[src/rtl/ex_pipe.sv]
`default_nettype none
// =============================================================================
// ex_pipe : registered RV32 execute stage (ALU + optional iterative mul/div)
// Optional mul/div unit is built only when EX_PIPE_MULDIV_EN is defined.
// Revision: 1.0
// =============================================================================
module ex_pipe #(
    parameter int XLEN   = 32,
    parameter int REG_AW = 5,
    parameter int CNT_W  = 6
) (
    input  logic              clk,
    input  logic              rst,
    input  logic              valid_i,
    output logic              ready_o,
    input  logic              flush_i,
    input  logic [31:0]       inst_i,
    input  logic [31:0]       inst_addr_i,
    input  logic [XLEN-1:0]   op1_i,
    input  logic [XLEN-1:0]   op2_i,
    input  logic [REG_AW-1:0] rd_addr_i,
    input  logic              rd_wen_i,
    output logic [REG_AW-1:0] rd_addr_o,
    output logic [XLEN-1:0]   rd_data_o,
    output logic              rd_wen_o,
    output logic              stall_o
);
    localparam logic [6:0] OPC_IMM = 7'b0010011;
    localparam logic [6:0] OPC_REG = 7'b0110011;
    localparam logic [6:0] F7_BASE = 7'b0000000;
    localparam logic [6:0] F7_SUB  = 7'b0100000;

    logic [6:0] opcode;
    logic [6:0] funct7;
    logic [2:0] funct3;
    assign opcode = inst_i[6:0];
    assign funct3 = inst_i[14:12];
    assign funct7 = inst_i[31:25];

    // Debug-only address and the register fields the decoder does not use.
    logic unused_bits;
    assign unused_bits = ^{inst_addr_i, inst_i[24:15], inst_i[11:7]};

    logic            accept;
    logic            alu_fire;
    logic            alu_legal;
    logic [XLEN-1:0] alu_result;
    logic            is_mop;

    assign accept = valid_i && ready_o && !flush_i;

    always_comb begin
        alu_legal  = 1'b0;
        alu_result = '0;
        is_mop     = 1'b0;
        if (opcode == OPC_IMM) begin
            case (funct3)
                3'b000:  begin alu_result = op1_i + op2_i; alu_legal = 1'b1; end
                3'b100:  begin alu_result = op1_i ^ op2_i; alu_legal = 1'b1; end
                3'b110:  begin alu_result = op1_i | op2_i; alu_legal = 1'b1; end
                3'b111:  begin alu_result = op1_i & op2_i; alu_legal = 1'b1; end
                default: ;
            endcase
        end else if (opcode == OPC_REG && funct3 == 3'b000 && funct7 == F7_BASE) begin
            alu_result = op1_i + op2_i;
            alu_legal  = 1'b1;
        end else if (opcode == OPC_REG && funct3 == 3'b000 && funct7 == F7_SUB) begin
            alu_result = op1_i - op2_i;
            alu_legal  = 1'b1;
        end
`ifdef EX_PIPE_MULDIV_EN
        else if (opcode == OPC_REG && funct7 == 7'b0000001 &&
                 (funct3 == 3'b000 || funct3 == 3'b011 ||
                  funct3 == 3'b101 || funct3 == 3'b111)) begin
            is_mop = 1'b1;
        end
`endif
    end

`ifdef EX_PIPE_MULDIV_EN
    typedef enum logic [1:0] {IDLE = 2'd0, BUSY = 2'd1, DONE = 2'd2} state_t;

    state_t            state, state_nxt;
    logic [CNT_W-1:0]  count, count_nxt;
    logic [XLEN-1:0]   acc_hi, acc_lo, md_b;
    logic              md_div, md_sel_hi, md_wen;
    logic [REG_AW-1:0] md_rd;
    logic [XLEN:0]     mul_sum, div_shift, div_diff;

    assign ready_o  = (state == IDLE);
    assign stall_o  = (state != IDLE);
    assign alu_fire = accept && !is_mop;

    // acc_hi:acc_lo is the running product for mul, remainder:quotient for div.
    assign mul_sum   = {1'b0, acc_hi} + (acc_lo[0] ? {1'b0, md_b} : '0);
    assign div_shift = {acc_hi, acc_lo[XLEN-1]};
    assign div_diff  = div_shift - {1'b0, md_b};

    always_ff @(posedge clk or negedge rst) begin
        if (!rst) begin
            state <= IDLE;
            count <= '0;
        end else begin
            state <= state_nxt;
            count <= count_nxt;
        end
    end

    always_comb begin
        state_nxt = state;
        count_nxt = count;
        case (state)
            IDLE: if (accept && is_mop) begin
                state_nxt = BUSY;
                count_nxt = '0;
            end
            BUSY: begin
                count_nxt = count + 1'b1;
                if (count == CNT_W'(XLEN - 1)) state_nxt = DONE;
            end
            DONE:    state_nxt = IDLE;
            default: state_nxt = IDLE;
        endcase
        if (flush_i) begin
            state_nxt = IDLE;
            count_nxt = '0;
        end
    end

    always_ff @(posedge clk or negedge rst) begin
        if (!rst) begin
            acc_hi    <= '0;
            acc_lo    <= '0;
            md_b      <= '0;
            md_div    <= 1'b0;
            md_sel_hi <= 1'b0;
            md_wen    <= 1'b0;
            md_rd     <= '0;
        end else if (accept && is_mop) begin
            acc_hi    <= '0;
            acc_lo    <= op1_i;
            md_b      <= op2_i;
            md_div    <= funct3[2];
            md_sel_hi <= funct3[1];
            md_wen    <= rd_wen_i;
            md_rd     <= rd_addr_i;
        end else if (state == BUSY) begin
            if (!md_div) begin
                acc_hi <= mul_sum[XLEN:1];
                acc_lo <= {mul_sum[0], acc_lo[XLEN-1:1]};
            end else if (!div_diff[XLEN]) begin
                acc_hi <= div_diff[XLEN-1:0];
                acc_lo <= {acc_lo[XLEN-2:0], 1'b1};
            end else begin
                acc_hi <= div_shift[XLEN-1:0];
                acc_lo <= {acc_lo[XLEN-2:0], 1'b0};
            end
        end
    end
`else
    assign ready_o  = 1'b1;
    assign stall_o  = 1'b0;
    assign alu_fire = accept;
`endif

    always_ff @(posedge clk or negedge rst) begin
        if (!rst) begin
            rd_addr_o <= '0;
            rd_data_o <= '0;
            rd_wen_o  <= 1'b0;
        end else begin
            rd_wen_o <= 1'b0;
            if (alu_fire) begin
                rd_addr_o <= rd_addr_i;
                rd_data_o <= alu_result;
                rd_wen_o  <= rd_wen_i && alu_legal && (rd_addr_i != '0);
            end
`ifdef EX_PIPE_MULDIV_EN
            if (state == DONE && !flush_i) begin
                rd_addr_o <= md_rd;
                rd_data_o <= md_sel_hi ? acc_hi : acc_lo;
                rd_wen_o  <= md_wen && (md_rd != '0);
            end
`endif
        end
    end
endmodule
`default_nettype wire

[config.mk]
export PLATFORM = sky130hd
export DESIGN_NAME = ex_pipe
export DESIGN_NICKNAME = d
export VERILOG_FILES = /design/src/rtl/ex_pipe.sv
export SDC_FILE = /design/constraint.sdc
export NUM_CORES = 1
export LEC_CHECK = 0
export ABC_AREA = 1
export BUFFER_PORTS_ARGS = -buffer_cell sky130_fd_sc_hd__buf_2
export CAP_MARGIN = 5
export CORE_MARGIN = 2
export CORE_UTILIZATION = 35
export DETAILED_ROUTE_END_ITERATION = 12
export PLACE_DENSITY = 0.64
export SETUP_SLACK_MARGIN = 0.15
export SYNTH_ARGS = -nofsm -noshare
export SYNTH_HDL_FRONTEND = slang
export SYNTH_SLANG_ARGS = --single-unit
export TNS_END_PERCENT = 10
[constraint.sdc]
create_clock -name clk -period 1.04 [get_ports clk]
set_clock_uncertainty 0.2 [all_clocks]
set_input_delay 0.208 -clock clk [delete_from_list [all_inputs] [get_ports clk]]
set_output_delay 0.208 -clock clk [all_outputs]
set_load 0.02 [all_outputs]
# Word level (Yosys, flattened, before mapping)
# Index checks and enable logic that the tools add are counted.
[word_totals] regBits=38 latchBits=0 ramBits=0 mem_bits_ro=0 in_bits=138 out_inout_bits=40 elab_cells=34 memories=0
[classes] n_addsub=2 multipliers=0 div=0 order_cmp=0 eq_ne=6 shifts=0 mux=9 n_bitwise=3 reduce_logical=11
[ops] op="$pmux 32 s4" count=1
[ops] op="$mux 32" count=3
[ops] op="$add 32x32->32" count=1
[ops] op="$and 32x32->32" count=1
[ops] op="$or 32x32->32" count=1
[ops] op="$sub 32x32->32" count=1
[ops] op="$xor 32x32->32" count=1
[ops] op="$eq 7x6->1 const B" count=2
[ops] op="$eq 3x3->1 const B" count=3
[ops] op="$eq 7x5->1 const B" count=1
[ops] op="$logic_not 7->1" count=1
[ops] op="$logic_and 1x1->1" count=6
[ops] op="$mux 1" count=5
[ops] op="$reduce_bool 5->1" count=1
[ops] op="$reduce_or 4->1" count=1
[ops] op="$logic_not 3->1" count=1
[ops] op="$logic_not 1->1" count=1

# Logic depth before layout (Yosys ltp)
[depth] word_depth=9 depth_mapped=20 ltp_nobuf=19

# Worst setup path before layout
# Ideal clock, no wire load.
[synth_timing] path_type="input-to-reg" start="in op1_i[0]" end="reg rd_data_o[28]" t_arrival_ps=1763 required_ps=723 path_slack_ps=-1040 stages=16 path_buffers=0 cell_sequence="ha_1 > fa_1 > nand3_1 > nand3_2 > nand2_1 > nand2_2 > nand2_1 > nand2_2 > nand2_1 > nand3_1 > nand3_1 > nand2_1 > nand2_1 > nand2_1 > nand2_1 > nand2_1"
[synth_via] elab_chain_cells=4 elab_cells_between_ends=6 classes_between="add/sub (2); mux (4)"
[synth_lines] item="start: declaration" line_no="19" source="input logic [XLEN-1:0] op1_i,"
[synth_lines] item="$sub 32x32->32" line_no="68" source="alu_result = op1_i - op2_i;"
[synth_lines] item="$mux 32" line_no="67" source="end else if (opcode == OPC_REG && funct3 == 3'b000 && funct7 == F7_SUB) begin"
[synth_lines] item="$mux 32" line_no="64" source="end else if (opcode == OPC_REG && funct3 == 3'b000 && funct7 == F7_BASE) begin"
[synth_lines] item="$mux 32 *" line_no="56" source="if (opcode == OPC_IMM) begin"
[synth_lines] item="end signal: assignment" line_no="175" source="rd_data_o <= alu_result;"
[synth_lines] item="end: declaration" line_no="24" source="output logic [XLEN-1:0] rd_data_o,"
# Every way passes the cells marked *; elsewhere a longest branch is shown, timed or not.
# A chain may end at the register's enable or synchronous reset.

# Worst setup path in the final report
[layout_timing] start="in op2_i[0]" end="reg rd_data_o[12]"
[layout_via] elab_chain_cells=4 elab_cells_between_ends=6 classes_between="add/sub (2); mux (4)"
[layout_lines] item="start: declaration" line_no="20" source="input logic [XLEN-1:0] op2_i,"
[layout_lines] item="$sub 32x32->32" line_no="68"
[layout_lines] item="$mux 32" line_no="67"
[layout_lines] item="$mux 32" line_no="64"
[layout_lines] item="$mux 32 *" line_no="56"
# Marks and branches as above.

==> impl_metrics.toml <==
[outcome]
status = "finished, violations left"
violations = "negative hold slack, negative setup slack"

[timing]
setup_viol = 107
tightestPinTransition_ns = 0.523
fin_crit_ns = 2.09
fmax_mhz = 479
post-route-period-util_pct = 201
hold_viol = 5
slew_violations = 0
hold-worst-slack_ns = -0.0569
final.setup.tns_ns = -35.57
max_slew_margin_pct = 65.1
fin_ws_ns = -1.05
rsz0062_at_grt = "true"

[power_and_ir_drop]
swShare_pct = 43.5
power_frac_comb_pct = 62.7
p_sw_uw = 4400
power_leakage_uw = 0.00756
seqPwrFrac_pct = 15.9
ir_worst_vdd_uv = 561
internal_power_uw = 5710
powerDensity_mw_per_mm2 = 744
p_clk_share_pct = 21.4

[yosys]
post_synth_instance_area_mm2 = 0.00846
ys_ff_latch = 38
synth_cells = 1552
avgSynthCellArea_um2 = 5.45
synth_enable_flop_cells = 0
synth.distinct_cells = 45
yosysWarningCount = 0
synth_ff_type = "dfrtp_1"
syn_nets = 1787
synth_area_leaders = "nand2_1, ha_1, inv_1, dfrtp_1, nand3_1"
yosysSeqAreaShare_pct = 11.2
yosysTopAreaCellShare_pct = 23.6
synthArstFlopShare_pct = 100
yosysTopAreaCell = "nand2_1"

[hold_path]
min_path_cells = 3
min_from = "rd_addr_i[4]"
min_path_type = "in2reg"
hold_end = "rd_addr_o[4]"

[global_routing]
grt_pass1_wl_mm = 54.9
grt_pass1_vias = 10680
grt_max_degree = 36
overflow = 0
antenna_found_initial = 0
grt_usage_pct = 26.9

[clock_network]
path_clk_slew_ns = 0.06
clk_latency_ns = 0.28
cts_tree = "done"
cts.sinks = 38
cts_made_buffers = 5
clock_path_buffers = 2
h-tree-depth = 2
cts_root_buf = "clkbuf_16"

[layout]
layout_common_cells = "nand2_1, buf_4, inv_1"
layout-drive-gt1-share_pct = 42.3
final_core_util_pct = 57.5
nFillCells = 2283
fin_nets = 2178
area_growth_pct = 60.6
multi_input_area_mm2 = 0.00753
ff_latch_area_um2 = 951
final_common_cell = "nand2_1"
diodes = 0

[placed_design]
portBuffers = 128
dp_hpwl_mm = 28.3
gp_congestion = 0.984

[setup_path]
crit_buf_inv = 2
crit_family = "simple AND/OR/NAND/NOR gates"
arrival_ns = 2.07
start_kind = "input pin"
r2r_end = "rd_data_o[10]"
critPathMaxStageDelay_ns = 0.41
worst_setup_path_end_kind = "flop"
cp_num_cells = 15
r2r_start = "rd_data_o[10]"
path_cells = "buf_8 > ha_4 > fa_2 > nand3_2 > nand3_4 > nand2_4 > nand2_4 > nand2_4 > nand2_4 > xor2_2 > nand2_1 > a21oi_2 > o21ai_1 > buf_4 > nand2_1"
crit_fanout = 3
cpMostUsedCell = "nand2_4"
path_class = "in2reg"
regToRegSetupSlack_ns = 0.11
required_ns = 1.02
slowest_stage = "fa_2"
rr_worst_depth = 2

[run]
cap_viol_max_count = 0

[die]
die_h_um = 159
fp.dieW_um = 159
start_util_pct = 35.8
dieArea_mm2 = 0.0254
num_rows = 56
coreArea_mm2 = 0.0236
io_pins = 178

[route]
wire_per_inst_um = 15.9
first_iter_violations = 1043
ant_nets = 0
vias = 11066
drc = 0
finalWirelength_mm = 35.9
viasPerCell = 4.89
firstDrtPassIters = 5
[state kept, by name, summed over array words and instances, names as in the netlist]
signal and cells:
rd_data_o 32, rd_addr_o 5, rd_wen_o 1
[timing repair]
| item | in CTS | in global routing |
|---|---|---|
| hold buffers | 1 | 1 |
| endpoints found under the setup margin | 76 | 111 |
| gates resized for setup | 249 | 177 |
| hold endpoints to repair | 43 | 43 |
| buffers inserted | 13 | 13 |
| pin swaps | 66 | 84 |
[tightest hold or removal path, delay by kind of cell]
| kind | cells | cell delay [ns] |
|---|---|---|
| and+or+nand+nor | 2 | 0.11 |
| buffers and inverters | 1 | 0.09 |
[logic make-up after synthesis]
family | count (synthesis) | share of synthesized area (%)
AO/OA/AOI/OAI | 159 | 11.0
other | 2 | 0.0888
AND/OR/NAND/NOR | 868 | 43.4
adder cells (fa/ha/maj) | 97 | 14.5
flip-flops | 38 | 11.2
XOR/XNOR | 17 | 1.76
buffers and inverters | 371 | 17.9
[through the flow]
step	setup WS (ns)	instance area, um^2	cells	power [uW]
2_1_floorplan	-0.904	8500	1552	4380
3_3_place_gp	-1.45	11500	2227	6550
3_5_place_dp	-1.45	11500	2227	6610
4_1_cts	-0.958	12800	2249	9480
5_1_grt	-1.09	13600	2263	10700
6_report	-1.05	13600	2263	10100
[cells in the mapped netlist (6+ instances only)]
cell type and number:
dfrtp_1 38, nand3_2 7, o22ai_1 7, buf_2 18, nand3_1 126, o21bai_1 11
nor2_1 127, nand2_2 15, o211ai_1 6, inv_1 274, nand4_1 15, ha_1 95
a21oi_1 76, nand2_1 533, nor3_1 7, inv_2 37, clkbuf_1 10, buf_4 17
nor2_2 23, a221oi_1 13, o21ai_0 14, o21ai_1 18, xor2_1 16
[power by group through the flow]
stage | Sequential (uW) | Combinational [uW] | Clock [uW]
3_5_place_dp | 1630 | 4980 | 0
5_1_grt | 1610 | 6850 | 2220
2_1_floorplan | 1720 | 2660 | 0
6_report | 1600 | 6340 | 2170
4_1_cts | 1600 | 5690 | 2190
3_3_place_gp | 1620 | 4930 | 0
[area by class of cell]
| type | instances | share of cell area [%] |
|---|---|---|
| tap | 319 | 2.94 |
| multi-input combinational | 1143 | 55.4 |
| timing repair buffer | 438 | 24.4 |
| sequential | 38 | 7.00 |
| inverter | 317 | 8.84 |
| clock inverter | 2 | 0.442 |
| clock buffer | 6 | 1.02 |
[routing by layer]
layer / track usage, % / up-vias / wire [um]
li1: - / 5527 / -
met1: 38.2 / 5086 / 16600
met5: 0 / - / 0
met4: 6.32 / 0 / 624
met2: 43.7 / 412 / 15900
met3: 3.07 / 41 / 2750
[worst max path at each step]
stage	from	to	slack (ns)
global route	op2_i[0]	rd_data_o[12]	-1.09
detailed placement	op2_i[9]	rd_data_o[30]	-1.45
floorplan	op2_i[0]	rd_data_o[28]	-0.90
finish	op2_i[0]	rd_data_o[12]	-1.05
CTS	op2_i[0]	rd_data_o[12]	-0.96
global placement	op1_i[11]	rd_data_o[22]	-1.45
(Power assumes the default switching activity.)
